**src/rtl/led_ctrl.sv**
```systemverilog
// Serial driver for four daisy-chained LED shift-register lanes: fetches 32 groups of
// four 16-bit words from the column buffer and shifts them out MSB-first, then latches.
module led_ctrl (
  input  logic        spiClk,
  input  logic        nReset,
  input  logic        cmdStart,
  input  logic [15:0] ledColBuf,
  output logic [6:0]  rdaddress,
  output logic        cmdDone,
  output logic        busy,
  output logic [3:0]  SDOs,
  output logic        LAT,
  output logic        SCLK
);

  typedef enum logic [2:0] {IDLE, FETCH, SHIFT, LATCH, DONE} state_t;

  state_t           state, state_n;
  logic [4:0]       cnt, cnt_n;
  logic [4:0]       group, group_n;
  logic [4:0]       nxt;
  logic [3:0]       bitsel;
  logic [3:0][15:0] word, word_n;
  logic             startprev;
  logic             start;
  logic [6:0]       rdaddress_n;
  logic [3:0]       sdos_n;
  logic             sclk_n, lat_n, done_n, busy_n;

  assign start  = cmdStart & ~startprev;
  assign nxt    = cnt + 5'd1;
  // Two SHIFT cycles per bit, MSB first: bit index is 15 minus the bit-pair count.
  assign bitsel = ~nxt[4:1];

  always_ff @(posedge spiClk) begin
    if (!nReset) begin
      state     <= IDLE;
      cnt       <= '0;
      group     <= '0;
      word      <= '0;
      startprev <= 1'b0;
      rdaddress <= '0;
      SDOs      <= '0;
      SCLK      <= 1'b0;
      LAT       <= 1'b0;
      cmdDone   <= 1'b0;
      busy      <= 1'b0;
    end else begin
      state     <= state_n;
      cnt       <= cnt_n;
      group     <= group_n;
      word      <= word_n;
      startprev <= cmdStart;
      rdaddress <= rdaddress_n;
      SDOs      <= sdos_n;
      SCLK      <= sclk_n;
      LAT       <= lat_n;
      cmdDone   <= done_n;
      busy      <= busy_n;
    end
  end

  // Outputs are registered, so they are derived here from the state being entered.
  always_comb begin
    state_n     = state;
    cnt_n       = cnt;
    group_n     = group;
    word_n      = word;
    rdaddress_n = rdaddress;
    sdos_n      = '0;
    sclk_n      = 1'b0;
    lat_n       = 1'b0;
    done_n      = 1'b0;
    busy_n      = 1'b0;

    case (state)
      IDLE, DONE: begin
        if (start) begin
          state_n     = FETCH;
          cnt_n       = '0;
          group_n     = '0;
          rdaddress_n = '0;
          busy_n      = 1'b1;
        end else begin
          state_n = IDLE;
        end
      end

      FETCH: begin
        busy_n = 1'b1;
        // Capturing on the second address cycle covers 0- or 1-cycle read latency.
        if (cnt[0])
          word_n[cnt[2:1]] = ledColBuf;
        if (cnt == 5'd7) begin
          state_n = SHIFT;
          cnt_n   = '0;
          sdos_n  = {word_n[3][15], word_n[2][15], word_n[1][15], word_n[0][15]};
        end else begin
          cnt_n       = nxt;
          rdaddress_n = {group, nxt[2:1]};
        end
      end

      SHIFT: begin
        busy_n = 1'b1;
        if (cnt == 5'd31) begin
          cnt_n = '0;
          if (group == 5'd31) begin
            state_n = LATCH;
            lat_n   = 1'b1;
          end else begin
            state_n     = FETCH;
            group_n     = group + 5'd1;
            rdaddress_n = {group_n, 2'b00};
          end
        end else begin
          cnt_n  = nxt;
          sclk_n = nxt[0];
          sdos_n = {word[3][bitsel], word[2][bitsel], word[1][bitsel], word[0][bitsel]};
        end
      end

      LATCH: begin
        state_n = DONE;
        done_n  = 1'b1;
      end

      default: state_n = IDLE;
    endcase
  end

endmodule

```
**config.mk**
```make
export PLATFORM = sky130hd
export DESIGN_NAME = led_ctrl
export DESIGN_NICKNAME = d
export VERILOG_FILES = /design/src/rtl/led_ctrl.sv
export SDC_FILE = /design/constraint.sdc
export NUM_CORES = 1
export LEC_CHECK = 0
export ABC_AREA = 1
export BUFFER_PORTS_ARGS = -buffer_cell sky130_fd_sc_hd__buf_4
export CORE_MARGIN = 8
export CORE_UTILIZATION = 57
export CTS_CLUSTER_SIZE = 8
export DETAILED_ROUTE_END_ITERATION = 10
export GPL_ROUTABILITY_DRIVEN = 0
export PLACE_DENSITY = 0.84
export SLEW_MARGIN = 0
export SYNTH_ARGS = -nofsm -noshare
export SYNTH_HDL_FRONTEND = slang
export SYNTH_SLANG_ARGS = --single-unit
```
**constraint.sdc**
```tcl
create_clock -name spiClk -period 4.2 [get_ports spiClk]
set_input_delay 0.42 -clock spiClk [delete_from_list [all_inputs] [get_ports spiClk]]
set_output_delay 0.42 -clock spiClk [all_outputs]
set_load 0.01 [all_outputs]
```
# == After elaboration in Yosys (flattened, before gate mapping) ==
# Cells that the tools add are included.
# word_totals
reg_bits,93
in_bits,19
wordCells,89
# classes
n_addsub,2
n_lt_le_gt_ge,3
eq_ne,12
muxes,36
n_bitwise,5
reduce_logical,13
# ops
cell,count
$bwmux W64,1
$mux W64,1
$demux W16 S2,1
$mux W7,4
$mux W5,5
$pmux W7 S3,1
$bmux W1 S4,4
$mux W16,1
$pmux W5 S3,1
$pmux W3 S4,1
$add A5 B1 Y5 const B,2
$eq A5 B5 Y1 const B,2
$ne A2 B2 Y1 const B,5
$pmux W5 S2,1
$mux W1,8
$mux W4,2
$pmux W4 S2,1
$eq A3 B2 Y1 const B,2
$mux W3,2
$reduce_and A2 Y1,3
$eq A5 B3 Y1 const B,1
$lt A4 B5 Y1 const B,1
$reduce_and A5 Y1,1
$not A4 Y4,1
other kinds (16),19

# == Depth between registers and ports, before layout ==
# Gate-level depths: netlist (run 1).
# logic_depth
depth_word,8
mapped_depth,11
ltp_nobuf,11

# == Worst setup path after synthesis (run 1) ==
# No wires, ideal clock.
# synth_path
kind,register -> register
startpoint,reg cnt[1]
endpoint,reg rdaddress[2]
t_arrival_ns,1.555
setup_slack_ns,2.529
path_stages_with_launch,12
cell_sequence,dfxtp_1 > ha_1 > nand2_1 > nor2_1 > ha_1 > inv_1 > nand2_1 > nand3_2 > nor2_4 > inv_2 > nor2_1 > nor2_1
# synth_via
elab_chain_len,3
elab_cells_between_ends,5
# synth_rtl
element,line,source
"start, declared",19,"logic [4:0] cnt, cnt_n;"
"start signal, assigned",50,cnt <= cnt_n;
$eq A5 B5 Y1 or $eq A5 B3 Y1 (tied branches),"106, 94",
$ne A2 B2 Y1 (no line),--,
$reduce_and A5 Y1 (no line) (*),--,
"end signal, assigned",54,rdaddress <= rdaddress_n;
"end, declared",8,"output logic [6:0] rdaddress,"
# Every way passes the cells marked *; elsewhere a longest branch is shown, timed or not.
# A chain may end at the register's enable or synchronous reset.

# == Worst setup path in the final report (run 1) ==
# layout_path
startpoint,reg cnt[0]
endpoint,reg SDOs[0]
# layout_via
elab_chain_len,6
elab_cells_between_ends,10
# layout_rtl
element,line,source
$add A5 B1 Y5,31,assign nxt = cnt + 5'd1;
$not A4 Y4,33,assign bitsel = ~nxt[4:1];
$bmux W1 S4,119,"sdos_n = {word[3][bitsel], word[2][bitsel], word[1][bitsel], word[0][bitsel]};"
$mux W1 (implied by the code),119,
$mux W4,106,if (cnt == 5'd31) begin
$pmux W4 S2 (*),76,case (state)
"end signal, assigned",55,SDOs <= sdos_n;
"end, declared",11,"output logic [3:0] SDOs,"
# Every way passes the cells marked *; elsewhere a longest branch is shown, timed or not. The select of a mux whose other input is x is not followed.

==> run metrics, run 1 <==
outcome=finished, final reports clean; vias per cell=5.34; RSZ-0062 raised after global routing=no; area fraction of the dominant cell type after synthesis=43.0%; Crit path max-delay family=adder cells; Highest Clock Rate=401 MHz; largest family of logic cells by synthesized area=simple AND/OR/NAND/NOR gates; Post-DRT Antenna Nets=0; Max IR drop VDD=0.000280 V; WHS=236 ps; Synth-to-Final Area Change=10.0%; adder-cell area share of the yosys netlist=1.16%; Post-CTS Setup Inserts=0; Critical Path AT=2760 ps; Pre-Repair DR Iteration Count=7; crit-path max FO=27; Clock Sinks=93; total number of vias=4020; Compound-Gate Fraction of Synth Area=18.1%; antenna violations before repair=0; die area=0.0106 mm2; Crit. End Element=register; slowest CP cell=ha_1; hpwl dp=7020 um; skew final=8.19 ps; xor and xnor area share after synthesis=0%; max incr delay on CP=640 ps; Yosys reg bits=93; Seq/Total Area, Yosys=43.0%; core area=0.00729 mm2; initial core utilization=59.4%; CTS tree=built; cts hold-fix bufs=0; post-synthesis simple-gate area fraction=26.5%; # rows=31; antenna diode count=0; post-synthesis mux area share=0%; Clock Latency Late Sink=370 ps; post-cts sizing count=0; top post-synthesis cells by count=nand2_1, dfxtp_1, a21oi_1, inv_1, o21ai_0; Crit Path Category=register to register; Synth Instances=632; DR DRC count=0; fin crit share=59.3%; slew margin rel.=51.7%; gr usage total=20.4%; share of async-settable or async-resettable flops after synthesis=0%; WP buf/inv=2; Slew @ Worst Pin=724 ps; CP Cell Sequence=ha_1 -> buf_4 -> inv_2 -> nand2_1 -> nand2_1 -> nand2_1 -> nand3_1 -> nand3_1 -> nand3_1 -> a21oi_1; Die X=103 um; top_reg_cell synth=dfxtp_1; syn avg cell area=6.85 um2; Clock Tree Buf Depth=2; P per Cell Area=577 mW/mm2; share of layout cells above drive strength 1=11.0%; total length of routed wires=10200 um; Die Ht=103 um; fin. max-slew vios=0; Clk pin slew, worst setup/hold paths=90 ps; First DRT Iteration DRCs=275; Max Cap Viol=0; setup TNS=0 ps; CP startpoint kind=register; largest net degree at the start of global routing=71; Yosys warning total=0; Period minus WS final=2490 ps; Final Cell Area=0.00476 mm2; top cells by area, synth=dfxtp_1, nand2_1, a21oi_1; Pwr Total=2750 uW; I/O Buffers=33; number of global-route vias before repair=3674; GRT overflow=0; placed cell area=0.00453 mm2; Hold Path Class=input pin to register; Data required, critical path=4470 ps; htree depth=3; Cell variety after synth=26; first-pass GRT wire length=17100 um; clk root buf=clkbuf_8; Final Hold Vio Count=0; WL/cell=13.5 um; dominant cell type by area after synthesis=dfxtp_1; EDFF count, synth=0; leakage power=0.00202 uW; Layout Nets=672; io pins=34; most common cell in the netlist=nand2_1; Syn Std Cell Area=0.00433 mm2; CTS Buf Count=9; syn nets=655; final setup fails=0
## kinds of logic after synthesis
group / after synthesis
compound gates: 155
fa+ha+maj: 4
buf+inv: 111
flops: 93
simple gates: 269
## routing by layer
layer / vias to the layer above / routed length [um] / global-route usage, %
li1: 2047 / - / -
met1: 1823 / 4700 / 26.4
met2: 129 / 4640 / 32.4
met3: 21 / 644 / 4.66
met4: 0 / 191 / 7.12
met5: - / 0 / 0
## power by group
| part | total, uW | switching [uW] | internal, uW |
|---|---|---|---|
| sequential | 1010 | 52.0 | 956 |
| combinational | 1060 | 710 | 351 |
| clock | 681 | 325 | 356 |
| total | 2750 | 1090 | 1660 |
## layout by cell type, fill, tap and decap left out, types with 10 or more instances in the layout
| cell type | count |
|---|---|
| buf_4 | 34 |
| clkbuf_8 | 10 |
| inv_2 | 10 |
| nand3_1 | 37 |
| inv_1 | 73 |
| nand2_1 | 160 |
| a21oi_1 | 73 |
| o21ai_1 | 24 |
| o21ai_0 | 56 |
| nor2_1 | 49 |
| dfxtp_1 | 93 |
## worst reg2reg max path, cell delays in order (launching register included)
cell	delay [ps]
dfxtp_1	420
ha_1	640
buf_4	340
inv_2	240
nand2_1	150
nand2_1	60
nand2_1	60
nand3_1	100
nand3_1	110
nand3_1	80
a21oi_1	210
## final cells by class
| class | count | area, um2 |
|---|---|---|
| tap | 99 | 124 |
| multi-input combinational | 428 | 1980 |
| inverter | 83 | 312 |
| clock inverter | 6 | 92.6 |
| timing repair buffer | 34 | 255 |
| sequential | 93 | 1860 |
| clock buffer | 10 | 138 |
| fill | 677 | 2530 |
## path summary, 6_finish.rpt
check | from | to | slack, ps | depth (start not counted)
worst max-delay path | cnt[0]$_SDFFE_PN0P_ | SDOs[0]$_SDFF_PN0_ | 1710 | 10
worst min-delay path | cmdStart | startprev$_SDFF_PN0_ | 240 | 3
worst max register to register | cnt[0]$_SDFFE_PN0P_ | SDOs[0]$_SDFF_PN0_ | 1710 | 10
worst min register to register | register | register | 460 | 2
## metrics by stage
stage | setup WS [ps] | utilization (%) | std cells
6_report | 1710 | 65.3 | 753
5_1_grt | 1490 | 65.3 | 753
4_1_cts | 1780 | 65.3 | 753
3_5_place_dp | 1810 | 62.2 | 737
3_3_place_gp | 1900 | 62.2 | 737
2_1_floorplan | 2530 | - | 632
(Power assumes the default switching activity.)
==> inputs of run 2 (changes only) <==
==> constraint.sdc (replaced) <==
create_clock -name spiClk -period 2.5 [get_ports spiClk]
set_input_delay 0.25 -clock spiClk [delete_from_list [all_inputs] [get_ports spiClk]]
set_output_delay 0.25 -clock spiClk [all_outputs]
set_load 0.01 [all_outputs]
==> run 2 against run 1 <==
Net effect: sequential power is 67% higher; cell count rose by 0.53%; clock power up 36%; wire length increased by 1.9%.
==> run metrics, run 2 (synthesis gave the netlist of run 1 again) <==
outcome=finished, final reports clean; clk root buf=clkbuf_8; crit-path max FO=10; worst setup margin=391 ps; Period minus WS final=2110 ps; pre-CTS setup slack=452 ps; Seq pwr share=38.0%; Pre-Repair DR Iteration Count=5; Inst Count DP=741; Synth-to-Final Area Change=9.51%; Max IR drop VDD=0.000470 V; sw frac=40.9%; Post-CTS Setup Inserts=0; Crit Path Category=register to register; Internal=2630 uW; die area=0.0106 mm2; fin crit share=84.3%; leakage power=0.00202 uW; most common cell after layout, fill and taps aside=nand2_1; Highest Clock Rate=474 MHz; RSZ-0062 raised after global routing=no; P per Cell Area=939 mW/mm2; number of global-route vias before repair=3807; Die Ht=103 um; io pins=34; setup TNS=0 ps; skew final=10.5 ps; Slew @ Worst Pin=710 ps; commonest cells after routing, fill and taps aside=nand2_1, dfxtp_1, inv_1, a21oi_1, o21ai_0; largest net degree at the start of global routing=70; Crit. End Element=register; combinational fraction of design power=41.2%; hpwl dp=7170 um; slew margin rel.=52.6%; share of layout cells above drive strength 1=11.4%; antenna violations before repair=0; Max Cap Viol=0; Post-DRT Antenna Nets=0; Hold Path Class=input pin to register; fin. max-slew vios=0; first-pass GRT wire length=17500 um; cts hold-fix bufs=0; Clk network pwr share=20.8%; CP startpoint kind=register; CTS tree=built; Clk pin slew, worst setup/hold paths=90 ps; total number of vias=4074; Layout Nets=676; htree depth=3; GRT overflow=0; Die X=103 um; WL met1=4590 um; Clock Tree Buf Depth=2; reported net switching power=1820 uW; Final Hold Vio Count=0; I/O Buffers=33; total length of routed wires=10400 um; WL met2=4800 um; vias per cell=5.38; fin cells=757; Clock Latency Late Sink=360 ps; initial core utilization=59.4%; core area=0.00729 mm2; final core utilization=65.0%; post-cts sizing count=0; Clock Sinks=93; DR DRC count=0; CTS Buf Count=9; gr usage total=20.5%; Data required, critical path=2710 ps; # rows=31; top routing layer used=met4; First DRT Iteration DRCs=375; antenna diode count=0; wire length on met3=778 um; WL/cell=13.7 um; final setup fails=0; Critical Path AT=2320 ps
[run 2: changes by cell type in the layout (fill, tap and decap cells not counted)]
| cell | before | now |
|---|---|---|
| buf_4 | 34 | 38 |
| clkinv_2 | 0 | 3 |
| bufinv_16 | 2 | 0 |
| inv_6 | 2 | 0 |
| clkbuf_1 | 0 | 1 |
| clkbuf_8 | 10 | 11 |
| clkinvlp_4 | 2 | 1 |
[run 2: power by group through the flow]
stage | Clock (uW) | Sequential, uW | Combinational [uW]
floorplan | 0 | 1710 | 1390
global placement | 0 | 1720 | 1770
detailed placement | 0 | 1720 | 1800
CTS | 929 | 1690 | 1810
global route | 1000 | 1710 | 2080
finish | 925 | 1690 | 1830
[run 2: critical path: stages, from the launching register on]
cell and delay (ps):
dfxtp_1 510, ha_1 250, nand2_1 100, nor2_1 170, ha_1 170, inv_1 50
nand2_1 160, nand3_2 140, nor2_4 200, inv_2 90, nand2_1 60, a21oi_1 60
[run 2: stage by stage]
stage	total power (uW)	cell area, um2	hold slack (ps)
after floorplan	3100	4330	343
after global placement	3490	4560	438
after detailed placement	3520	4560	446
after CTS	4430	4740	77.0
after global routing	4790	4740	83.0
final	4450	4740	83.5
[run 2: layout make-up]
| type | instances | area (um2) |
|---|---|---|
| fill | 669 | 2550 |
| multi-input combinational | 428 | 1980 |
| sequential | 93 | 1860 |
| inverter | 83 | 312 |
| timing repair buffer | 38 | 285 |
| clock buffer | 12 | 155 |
| tap | 99 | 124 |
| clock inverter | 4 | 22.5 |
[run 2: routing by layer]
layer / GRT usage [%] / vias up
li1: - / 2059
met3: 3.38 / 22
met5: 0 / -
met2: 32.4 / 149
met1: 27.0 / 1844
met4: 8.45 / 0
[run 2: final timing paths]
kind	startpoint	end	slack, ps	depth (start not counted)
min	cmdStart	startprev$_SDFF_PN0_	80	3
max reg2reg	cnt[0]$_SDFFE_PN0P_	rdaddress[5]$_SDFFE_PN0P_	390	11
min reg2reg	register	register	460	2
max	cnt[0]$_SDFFE_PN0P_	rdaddress[5]$_SDFFE_PN0P_	390	11
==> inputs of run 3 (changes only) <==
--- a/config.mk
+++ b/config.mk
@@ -5,10 +5,10 @@
 export SDC_FILE = /design/constraint.sdc
 export NUM_CORES = 1
 export LEC_CHECK = 0
-export ABC_AREA = 1
+export ABC_AREA = 0
 export BUFFER_PORTS_ARGS = -buffer_cell sky130_fd_sc_hd__buf_4
 export CORE_MARGIN = 8
-export CORE_UTILIZATION = 57
+export CORE_UTILIZATION = 54
 export CTS_CLUSTER_SIZE = 8
 export DETAILED_ROUTE_END_ITERATION = 10
 export GPL_ROUTABILITY_DRIVEN = 0
==> constraint.sdc (replaced) <==
create_clock -name spiClk -period 1.83 [get_ports spiClk]
set_input_delay 0.183 -clock spiClk [delete_from_list [all_inputs] [get_ports spiClk]]
set_output_delay 0.183 -clock spiClk [all_outputs]
set_load 0.01 [all_outputs]
==> run 3 against run 2 <==
Net effect: the flow now finishes with violations (negative setup slack); die area up 1.8%; sequential share of layout area decreased by 3.2 points; register-to-register slack got worse by 610 ps; critical path type unchanged; critical endpoint is now rdaddress[3]$_SDFFE_PN0P_; largest power group is now registers.
==> run metrics, run 3 <==
Yosys warning total=0; WL/cell=18.2 um; most common cell in the netlist=nand2_1; EDFF count, synth=0; commonest cells after routing, fill and taps aside=nand2_1, dfxtp_1, buf_4; Layout Nets=566; Cell variety after synth=54; Pre-Repair DR Iteration Count=5; area fraction of the dominant cell type after synthesis=44.5%; register area=0.00188 mm2; syn nets=499; failing checks=negative setup slack; CP Cell Sequence=ha_4 -> and3_4 -> ha_4 -> nor2b_4 -> nor3b_2 -> or4_4 -> buf_6 -> and3b_1 -> a211oi_2; WP buf/inv=1; vias per cell=6.05; hpwl dp=8260 um; Synth Instances=476; Die Ht=104 um; clk root buf=clkbuf_8; antenna violations before repair=0; Crit path max-delay family=simple AND/OR/NAND/NOR gates; first-pass GRT wire length=19500 um; First DRT Iteration DRCs=330; Yosys reg bits=93; crit-path max FO=5; max incr delay on CP=480 ps; Crit Path Category=register to register; total length of routed wires=11800 um; antenna diode count=0; Top cell by count, worst path=ha_4; Die X=104 um; Max Cap Viol=0; CTS Buf Count=9; outcome=finished, violations left; Post-DRT Antenna Nets=0; Synth-to-Final Area Change=24.1%; Clock Tree Buf Depth=2; I/O Buffers=33; Clock Sinks=93; pre-CTS setup slack=-334 ps; # rows=32; slew margin rel.=43.4%; htree depth=3; RSZ-0062 raised after global routing=yes; most common cell after layout, fill and taps aside=nand2_1; Clk pin slew, worst setup/hold paths=100 ps; fin crit share=112%; GRT overflow=0; Period minus WS final=2050 ps; cts hold-fix bufs=0; CTS tree=built; share of async-settable or async-resettable flops after synthesis=0%; post-synthesis mux area share=11.1%; largest family of logic cells by synthesized area=simple AND/OR/NAND/NOR gates; DR DRC count=0; Hold Path Class=input pin to register; syn avg cell area=8.80 um2; setup TNS=-2410 ps; skew final=15.7 ps; gr usage total=22.0%; placed cell area=0.00486 mm2; largest net degree at the start of global routing=82; fill count=542; top post-synthesis cells by count=nand2_1, dfxtp_1, a21oi_1; Syn Std Cell Area=0.00419 mm2; total number of vias=3931; Slew @ Worst Pin=848 ps; xor and xnor area share after synthesis=1.67%; initial core utilization=55.0%; share of layout cells above drive strength 1=29.2%; Compound-Gate Fraction of Synth Area=15.0%; number of global-route vias before repair=3984; Final Hold Vio Count=0; worst setup margin=-215 ps; slowest CP cell=or4_4; Seq/Total Area, Yosys=44.5%; die area=0.0108 mm2; Data required, critical path=2120 ps; top_reg_cell synth=dfxtp_1; leakage power=0.00190 uW; P per Cell Area=731 mW/mm2; post-synthesis simple-gate area fraction=22.4%; Max IR drop VDD=0.000428 V; multi-input logic area=0.00229 mm2; CP startpoint kind=register; top cells by area, synth=dfxtp_1, nand2_1, mux4_2; fin. max-slew vios=0; core area=0.00761 mm2; Highest Clock Rate=489 MHz; Final Cell Area=0.00520 mm2; dominant cell type by area after synthesis=dfxtp_1; adder-cell area share of the yosys netlist=1.20%; Critical Path AT=2340 ps; Clock Latency Late Sink=370 ps; io pins=34; Crit. End Element=register; final setup fails=16
==> run 3: changes by cell type after synthesis, moves of 8 or more <==
cell,previous run,this run
o21ai_1,24,0
inv_2,10,2
inv_1,73,4
o21ai_0,56,5
nor2_1,49,25
nand3_1,37,12
mux4_2,0,17
nand2_1,160,137
==> run 3: worst register-to-register path, delay by kind of cell, from the launching register on <==
family / cells / cell delay, ps
flops: 1 / 350
fa+ha+maj: 2 / 320
simple gates: 5 / 990
buf+inv: 1 / 150
compound gates: 1 / 170
==> run 3: routing by layer <==
| metal | wire length, um | GRT usage [%] | vias to the layer above |
|---|---|---|---|
| met4 | 460 | 13.7 | 0 |
| met3 | 946 | 4.21 | 45 |
| met1 | 4780 | 26.4 | 1890 |
| met5 | 0 | 0 | - |
| met2 | 5660 | 35.7 | 203 |
| li1 | - | - | 1793 |
==> run 3: cells by family after synthesis <==
group,Yosys count
AO/OA/AOI/OAI,105
XOR/XNOR,5
adder cells (fa/ha/maj),4
buffers and inverters,36
flip-flops,93
multiplexers,25
AND/OR/NAND/NOR,208
==> run 3: path summary, 6_finish.rpt <==
| kind | to | slack, ps | from | cells after the start |
|---|---|---|---|---|
| min | startprev$_SDFF_PN0_ | 30 | cmdStart | 2 |
| max | rdaddress[3]$_SDFFE_PN0P_ | -220 | group[0]$_SDFFE_PN0P_ | 9 |
| max reg2reg | rdaddress[3]$_SDFFE_PN0P_ | -220 | group[0]$_SDFFE_PN0P_ | 9 |
| min reg2reg | register | 460 | register | 2 |
==> run 3: power by group <==
| group | switching (uW) | internal, uW |
|---|---|---|
| logic | 214 | 178 |
| clock network | 815 | 527 |
| registers | 18.3 | 2050 |
==> run 3: through the flow <==
step                power [uW]  std cells  hold slack, ps  utilization [%]
global placement          2470        630             404             63.9
CTS                       3800        648            20.6             67.8
floorplan                 2310        476             305                -
detailed placement        2480        630             413             63.9
finish                    3800        650            32.9             68.3
global route              3930        650            18.5             68.3
==> run 3: timing repair <==
| item | 4_1_cts | 5_1_grt |
|---|---|---|
| pin swaps | 6 | 6 |
| endpoints found under the hold margin | 0 | 0 |
| setup endpoints to repair | 18 | 57 |
| buffers inserted | 2 | 3 |
| gates resized for setup | 20 | 9 |
==> run 3: final cells by class <==
| type | instances | share of cell area [%] |
|---|---|---|
| tap | 102 | 2.46 |
| inverter | 6 | 0.433 |
| sequential | 93 | 36.1 |
| clock inverter | 7 | 1.30 |
| clock buffer | 9 | 2.38 |
| timing repair buffer | 86 | 13.3 |
| multi-input combinational | 347 | 44.1 |
